## src/rtl/uart_tx_if.sv

```systemverilog
// uart_tx_if: byte handshake between a data source and the UART transmitter.
//   data_in    - byte offered by the source
//   data_valid - source has a byte on data_in
//   data_ready - transmitter holding buffer is empty
interface uart_tx_if;
   logic [7:0] data_in;
   logic       data_valid;
   logic       data_ready;
   modport master (output data_in, data_valid, input data_ready);
   modport slave (input data_in, data_valid, output data_ready);
endinterface

```

## src/rtl/uart_tx.sv

```systemverilog
// uart_tx: 8-bit UART transmitter with a one-entry holding buffer, optional parity and 1/2 stop bits.
//   clk, rst  - clock and synchronous active-high reset
//   baud_tick - one-cycle strobe at 16x the baud rate
//   s         - byte handshake (data_in, data_valid, data_ready)
//   tx        - registered serial line, idle high
//   busy      - a frame is on the line
//   done      - one-cycle pulse at the end of the last stop bit
module uart_tx #(
   parameter int PARITY_EN  = 0,
   parameter int PARITY_ODD = 0,
   parameter int STOP_BITS  = 1
) (
   input  logic      clk,
   input  logic      rst,
   input  logic      baud_tick,
   uart_tx_if.slave  s,
   output logic      tx,
   output logic      busy,
   output logic      done
);
   typedef enum logic [2:0] {IDLE, START, DATA, PARITY, STOP} state_t;
   state_t     state, state_n;
   logic [7:0] hold, sr;
   logic       full, stop_cnt, adv, last_stop, load, accept, tx_n, done_n;
   logic [3:0] tick;
   logic [2:0] idx, idx_n;
   assign s.data_ready = ~full;
   assign accept       = s.data_valid & ~full;
   assign adv          = baud_tick & (tick == 4'd15);
   assign last_stop    = adv & (stop_cnt == 1'(STOP_BITS - 1));
   // The buffer empties into the shift register on the edge that enters START.
   assign load         = full & ((state == IDLE) | ((state == STOP) & last_stop));
   assign busy         = state != IDLE;
   assign idx_n        = (state == DATA) ? idx + 3'(adv) : 3'd0;
   assign done_n       = (state == STOP) & last_stop;
   always_comb begin
      state_n = state;
      case (state)
         IDLE:    if (full) state_n = START;
         START:   if (adv) state_n = DATA;
         DATA:    if (adv && idx == 3'd7) state_n = (PARITY_EN != 0) ? PARITY : STOP;
         PARITY:  if (adv) state_n = STOP;
         STOP:    if (last_stop) state_n = full ? START : IDLE;
         default: state_n = IDLE;
      endcase
      // tx is registered, so it is derived from the state being entered.
      tx_n = (state_n == START)  ? 1'b0 :
             (state_n == DATA)   ? sr[idx_n] :
             (state_n == PARITY) ? (^sr) ^ 1'(PARITY_ODD) : 1'b1;
   end
   always_ff @(posedge clk) begin
      if (rst) begin
         state    <= IDLE;
         tx       <= 1'b1;
         done     <= 1'b0;
         full     <= 1'b0;
         hold     <= '0;
         sr       <= '0;
         tick     <= '0;
         idx      <= '0;
         stop_cnt <= 1'b0;
      end else begin
         state    <= state_n;
         tx       <= tx_n;
         done     <= done_n;
         if (load) begin
            sr   <= hold;
            full <= 1'b0;
         end else if (accept) begin
            hold <= s.data_in;
            full <= 1'b1;
         end
         // Counter is held at zero in IDLE and wraps to zero at each bit end,
         // so every START is entered with a cleared counter.
         tick     <= (state == IDLE) ? 4'd0 : tick + 4'(baud_tick);
         idx      <= idx_n;
         stop_cnt <= ((state == STOP) && !last_stop) ? stop_cnt ^ adv : 1'b0;
      end
   end
endmodule
```

## src/flat_wrapper.sv

```systemverilog
// flat-port wrapper written by rule: the top's interface ports become plain ports
module uart_tx_flat 
#(
   parameter int PARITY_EN  = 0,
   parameter int PARITY_ODD = 0,
   parameter int STOP_BITS  = 1
)
  (clk, rst, baud_tick, tx, busy, done, s_data_in, s_data_valid, s_data_ready);
  uart_tx_if s_i ();
  input  logic clk;
  input  logic rst;
  input  logic baud_tick;
  output logic tx;
  output logic busy;
  output logic done;
  input wire logic [$bits(s_i.data_in)-1:0] s_data_in;
  input wire logic [$bits(s_i.data_valid)-1:0] s_data_valid;
  output wire logic [$bits(s_i.data_ready)-1:0] s_data_ready;
  assign s_i.data_in = s_data_in;
  assign s_i.data_valid = s_data_valid;
  assign s_data_ready = s_i.data_ready;
  uart_tx #(.PARITY_EN(PARITY_EN), .PARITY_ODD(PARITY_ODD), .STOP_BITS(STOP_BITS)) u_core (.clk(clk), .rst(rst), .baud_tick(baud_tick), .s(s_i), .tx(tx), .busy(busy), .done(done));
endmodule
```

## config.mk

```make
export PLATFORM = sky130hd
export DESIGN_NAME = uart_tx_flat
export DESIGN_NICKNAME = d
export VERILOG_FILES = /design/src/rtl/uart_tx_if.sv /design/src/rtl/uart_tx.sv /design/src/flat_wrapper.sv
export SDC_FILE = /design/constraint.sdc
export NUM_CORES = 1
export LEC_CHECK = 0
export CAP_MARGIN = 40
export CORE_ASPECT_RATIO = 2
export CORE_MARGIN = 5
export CORE_UTILIZATION = 45
export CTS_CLUSTER_DIAMETER = 80
export DETAILED_ROUTE_END_ITERATION = 10
export PLACE_DENSITY_LB_ADDON = 0.1
export SLEW_MARGIN = 15
export SYNTH_ARGS = -nofsm -noshare
export SYNTH_HDL_FRONTEND = slang
export SYNTH_SLANG_ARGS = --single-unit
export TNS_END_PERCENT = 10
```

## constraint.sdc

```tcl
create_clock -name clk -period 2.75 [get_ports clk]
set_input_delay 0.55 -clock clk [delete_from_list [all_inputs] [get_ports clk]]
set_output_delay 0.55 -clock clk [all_outputs]
set_load 0.005 [all_outputs]
```

-- Word-level counts from Yosys, hierarchy flattened
Index checks and enable logic that the tools add are counted.
- bits of input ports: 12
- flip-flop bits (word level): 30
- logic and storage cells: 55
- muxes and demuxes: 13
- equality and inequality tests: 9
- add/subtract/negate cells: 2
- bitwise operators: 11
- reduce and logical (&&, ||, !) cells: 10
- magnitude comparators: 1
- operators by type and width (operator ; count):
    $mux 3 ; 6
    $pmux 3 s5 ; 1
    $eq 3x2->1 const B ; 4
    $reduce_xor 8->1 ; 1
    $eq 3x1->1 const B ; 2
    $eq 3x3->1 const B ; 2
    $reduce_or 2->1 ; 3
    $and 1x1->1 ; 5
    $mux 1 ; 5
    $add 4x1->4 ; 1
    $eq 4x4->1 const B ; 1
    $lt 3x4->1 const B ; 1
    $not 1->1 ; 4
    $add 3x1->3 ; 1
    $bmux 1 s3 ; 1
    $logic_not 3->1 ; 1
    $reduce_bool 3->1 ; 1
    $logic_and 1x1->1 ; 2
    $reduce_and 2->1 ; 1
    $logic_not 1->1 ; 1
    $or 1x1->1 ; 1
    $xor 1x1->1 ; 1

-- Logic depth before layout (Yosys ltp)
- word-level depth: 9
- mapped depth: 10
- mapped depth without buffers: 10

-- Worst setup path before layout
No wires, ideal clock.
- path kind: input to register
- from: input baud_tick
- to: register u_core.tx
- stages: 8
- library setup time: 0.134 ns
- path slack: 0.942 ns
- arrival: 1.674 ns
- cells stage by stage: nand2_1 > inv_1 > ha_1 > mux2_2 > nand3_1 > nand4_1 > nand2_1 > a32oi_1
- cells in the longest elaborated chain, start to end: 8
- ends and longest elaborated chain (element ; RTL line ; RTL):
    start: declaration ; flat_wrapper.sv:12 ; input logic baud_tick;
    $and 1x1->1 (*) ; uart_tx.sv:29 ; assign adv = baud_tick & (tick == 4'd15);
    branches (longest 6 deep; another with $add 3x1->3) ; - ;
    $mux 1 (*) ; uart_tx.sv:47 ; tx_n = (state_n == START) ? 1'b0 :
    end signal: assignment ; uart_tx.sv:64 ; tx <= tx_n;
    end: declaration ; uart_tx.sv:17 ; output logic tx,
Mark *: on every way between the ends. The select of a mux whose other input is x is not followed.
A chain may end at the register's enable or synchronous reset.

-- Final worst setup path
Ends and elaborated chain as after synthesis.

==> impl_metrics.csv <==
group,metric,value,unit
hold_path,hp-start,"u_core.hold[0]$_SDFFE_PP0P_",
setup_path,worstReg2RegStart,"u_core.tick[1]$_SDFF_PP0_",
setup_path,cp-end-kind,"register",
synth,yosysMostFrequentCell,"dfxtp_1",
timing,max_freq,461,MHz
final_layout,area_delta_synth_final,20.3,%
routing,remaining_drc_errors,0,
floorplan,die_height,87.3,um
hold_path,worstHoldPathCells,2,
grt,grt_antenna_before_repair,0,
timing,skew,0.00409,ns
place,port_buffers,15,
timing,slew_violations,0,
setup_path,crit_start,"baud_tick",
synth,synth-edff-count,0,
floorplan,io_pins,16,
clocking,hold_buffers,0,
routing,drt-pass1-iter-count,4,
clocking,clk_latency,0.28,ns
synth,synthesis.nets,155,
floorplan,die_w,48.6,um
place,hpwlAfterDp,1960,um
power_and_ir_drop,p_int,0.000708,W
routing,drt_iter0_markers,17,
final_layout,diodes,0,
setup_path,path_cells,"clkdlybuf4s50_1, nand2_1, inv_1, ha_1, mux2_2, nand3_1, nand4_1, nand2_1, a32oi_1",
run,cap_violations,0,
synth,synth_cell_type_count,39,
grt,gr-total-overflow,0,
synth,netlist_area,0.00134,mm^2
floorplan,dieArea,0.00425,mm^2
power_and_ir_drop,p_comb_frac,0.105,
power_and_ir_drop,power.leakage,0.709,nW
setup_path,cp_common_cell,"nand2_1",
grt,grt_pass1_vias,1040,
setup_path,slowest_stage,"clkdlybuf4s50_1",
synth,synth_area_per_cell,9.74,um^2
hold_path,min_to,"u_core.hold[0]$_SDFFE_PP0P_",
synth,yosysSeqAreaShare,0.447,
clocking,clk_pin_slew,0.06,ns
setup_path,critPathMaxStageDelay,0.45,ns
timing,finalCritPeriodShare,0.789,
setup_path,cp.required,2.90,ns
hold_path,hold_path.class,"register to register",
setup_path,arrival,2.32,ns
synth,synth.area.top_cells,"dfxtp_1, mux2i_1, nor2_1",
power_and_ir_drop,total_power,0.000915,W
final_layout,multiInputGateArea,692,um^2
floorplan,std_cell_rows,28,
setup_path,reg2reg_slack,0.79,ns
timing,fin_crit,2.17,ns
clocking,cts_setup_buffers,0,
clocking,clk_path_buf_depth,2,
setup_path,r2r_cells,9,
floorplan,initial_core_util,0.462,
power_and_ir_drop,clkPwrFrac,0.389,
clocking,cts-htree-levels,2,
power_and_ir_drop,p_per_area,566,mW/mm^2
synth,yosys-top-cells-count,"dfxtp_1, nor2_1, mux2i_1",
synth,syn_inst,138,
grt,grt_usage,0.139,
final_layout,drive_above_1_share,0.0943,
place,gp_congestion,0.802,
setup_path,crit_fanout,6,
setup_path,cp_num_buf_inv,2,
run_status,status,"finished clean",
floorplan,core_area,0.00291,mm^2
clocking,cts_tree,"built",
final_layout,seq_area,601,um^2
timing,hold_viol,0,
clocking,cts_buffers,5,
setup_path,path_class,"input port to register",
synth,synth_ff_type,"dfxtp_1",
power_and_ir_drop,switching_share,0.227,
timing,slew_headroom,0.713,
timing,setup_tns,0,ns
routing,dr_total_vias,1011,
timing,rsz0062_at_grt,"no",
setup_path,timing.rr.end,"u_core.tx$_SDFF_PP1_",
grt,grt_pass1_wl,4500,um
synth,netlist.area_leader.share,0.447,
final_layout,n_fill_cell,269,
timing,worst_pin_slew,0.427,ns
power_and_ir_drop,power.switching,0.000208,W
power_and_ir_drop,p_seq_frac,0.506,
synth,yosysWarnings,0,
clocking,clock-sinks,30,
grt,grt_start_max_net_pins,24,
synth,yosysTopAreaCell,"dfxtp_1",
setup_path,critPathLaunchType,"input port",
final_layout,nNetsFinal,175,
routing,ant_nets,0,
synth,synth-seq-cells,30,
setup_path,cpLargestDelayFamily,"buffers and inverters",
power_and_ir_drop,irDropWorstVdd,0.548,mV
routing,via_per_inst,5.35,
clocking,cts_resized,0,
synth,ys_async_sr_fraction,0,
clocking,cts-root-buf,"clkbuf_8",
routing,drt-wirelength-per-cell,13.7,um
timing,finalSetupViolCount,0,
routing,routed_wl,2580,um
layout by cell type (no fill, tap or decap), types with 2 or more instances in the layout:
cell / n
nand2b_1: 3
and2_1: 2
buf_4: 3
mux2i_1: 16
mux2_2: 2
ha_1: 5
clkdlybuf4s50_1: 15
nand4b_1: 3
clkbuf_8: 6
dfxtp_1: 30
nand3_1: 4
xor2_1: 3
and3_1: 2
nor2b_1: 2
xnor2_1: 7
o21ai_0: 2
nor3_1: 3
nor2_1: 21
nand2_1: 5
inv_1: 5
metal layers:
| layer | global-route usage | wire length [um] |
|---|---|---|
| met2 | 0.279 | 1490 |
| met3 | 0.0412 | 95 |
| met1 | 0.113 | 925 |
| met5 | 0 | 0 |
| met4 | 0.0809 | 70 |
cells by family after synthesis:
| family | synth area share |
|---|---|
| AO/OA/AOI/OAI | 0.0475 |
| XOR/XNOR | 0.0652 |
| adder cells (fa/ha/maj) | 0.0466 |
| buffers and inverters | 0.0382 |
| flip-flops | 0.447 |
| multiplexers | 0.136 |
| AND/OR/NAND/NOR | 0.220 |
worst min-delay path, delay by kind of cell, from the launching register on:
family	cells	cell delay, ns
flip-flops	1	0.33
AND/OR/NAND/NOR	1	0.07
multiplexers	1	0.06
worst max-delay path by stage:
stage	endpoint	slack, ns	depth (start not counted)
after floorplan	u_core.tx$_SDFF_PP1_	0.94	8
after global placement	u_core.tx$_SDFF_PP1_	0.31	9
after detailed placement	u_core.tx$_SDFF_PP1_	0.29	9
after CTS	u_core.tx$_SDFF_PP1_	0.57	9
after global routing	u_core.tx$_SDFF_PP1_	0.40	9
final	u_core.tx$_SDFF_PP1_	0.58	9
power by group through the flow:
| stage | registers (W) | clock network [W] | logic (W) |
|---|---|---|---|
| 4_1_cts | 0.000463 | 0.000367 | 0.0000986 |
| 2_1_floorplan | 0.000469 | 0 | 0.0000626 |
| 6_report | 0.000463 | 0.000356 | 0.0000964 |
| 3_3_place_gp | 0.000472 | 0 | 0.0000974 |
| 3_5_place_dp | 0.000473 | 0 | 0.0000979 |
| 5_1_grt | 0.000465 | 0.000387 | 0.000108 |
per-stage QoR:
step | hold slack [ns] | util | cell area [um^2] | cells | worst slack (ns)
6_report | 0.496 | 0.556 | 1620 | 189 | 0.580
5_1_grt | 0.539 | 0.556 | 1620 | 189 | 0.400
4_1_cts | 0.503 | 0.556 | 1620 | 189 | 0.572
3_5_place_dp | 0.483 | 0.525 | 1530 | 181 | 0.290
3_3_place_gp | 0.470 | 0.525 | 1530 | 181 | 0.308
2_1_floorplan | 0.460 | - | 1340 | 138 | 0.942
sequential cells by signal, indices dropped and copies added, names as in the netlist:
| name | flops |
|---|---|
| u_core.idx | 3 |
| u_core.tick | 4 |
| u_core.state | 3 |
| u_core.stop_cnt | 1 |
| u_core.sr | 8 |
| u_core.done | 1 |
| u_core.tx | 1 |
| u_core.full | 1 |
| u_core.hold | 8 |
final cells by class:
cell class	count	share of cell area
flip-flops and latches	30	0.372
clock buffers	7	0.0534
repair buffers	18	0.107
multi-input cells	97	0.428
clock inverters	1	0.00310
inverters	6	0.0139
well taps	30	0.0232
Power figures use the tool's default switching activity.
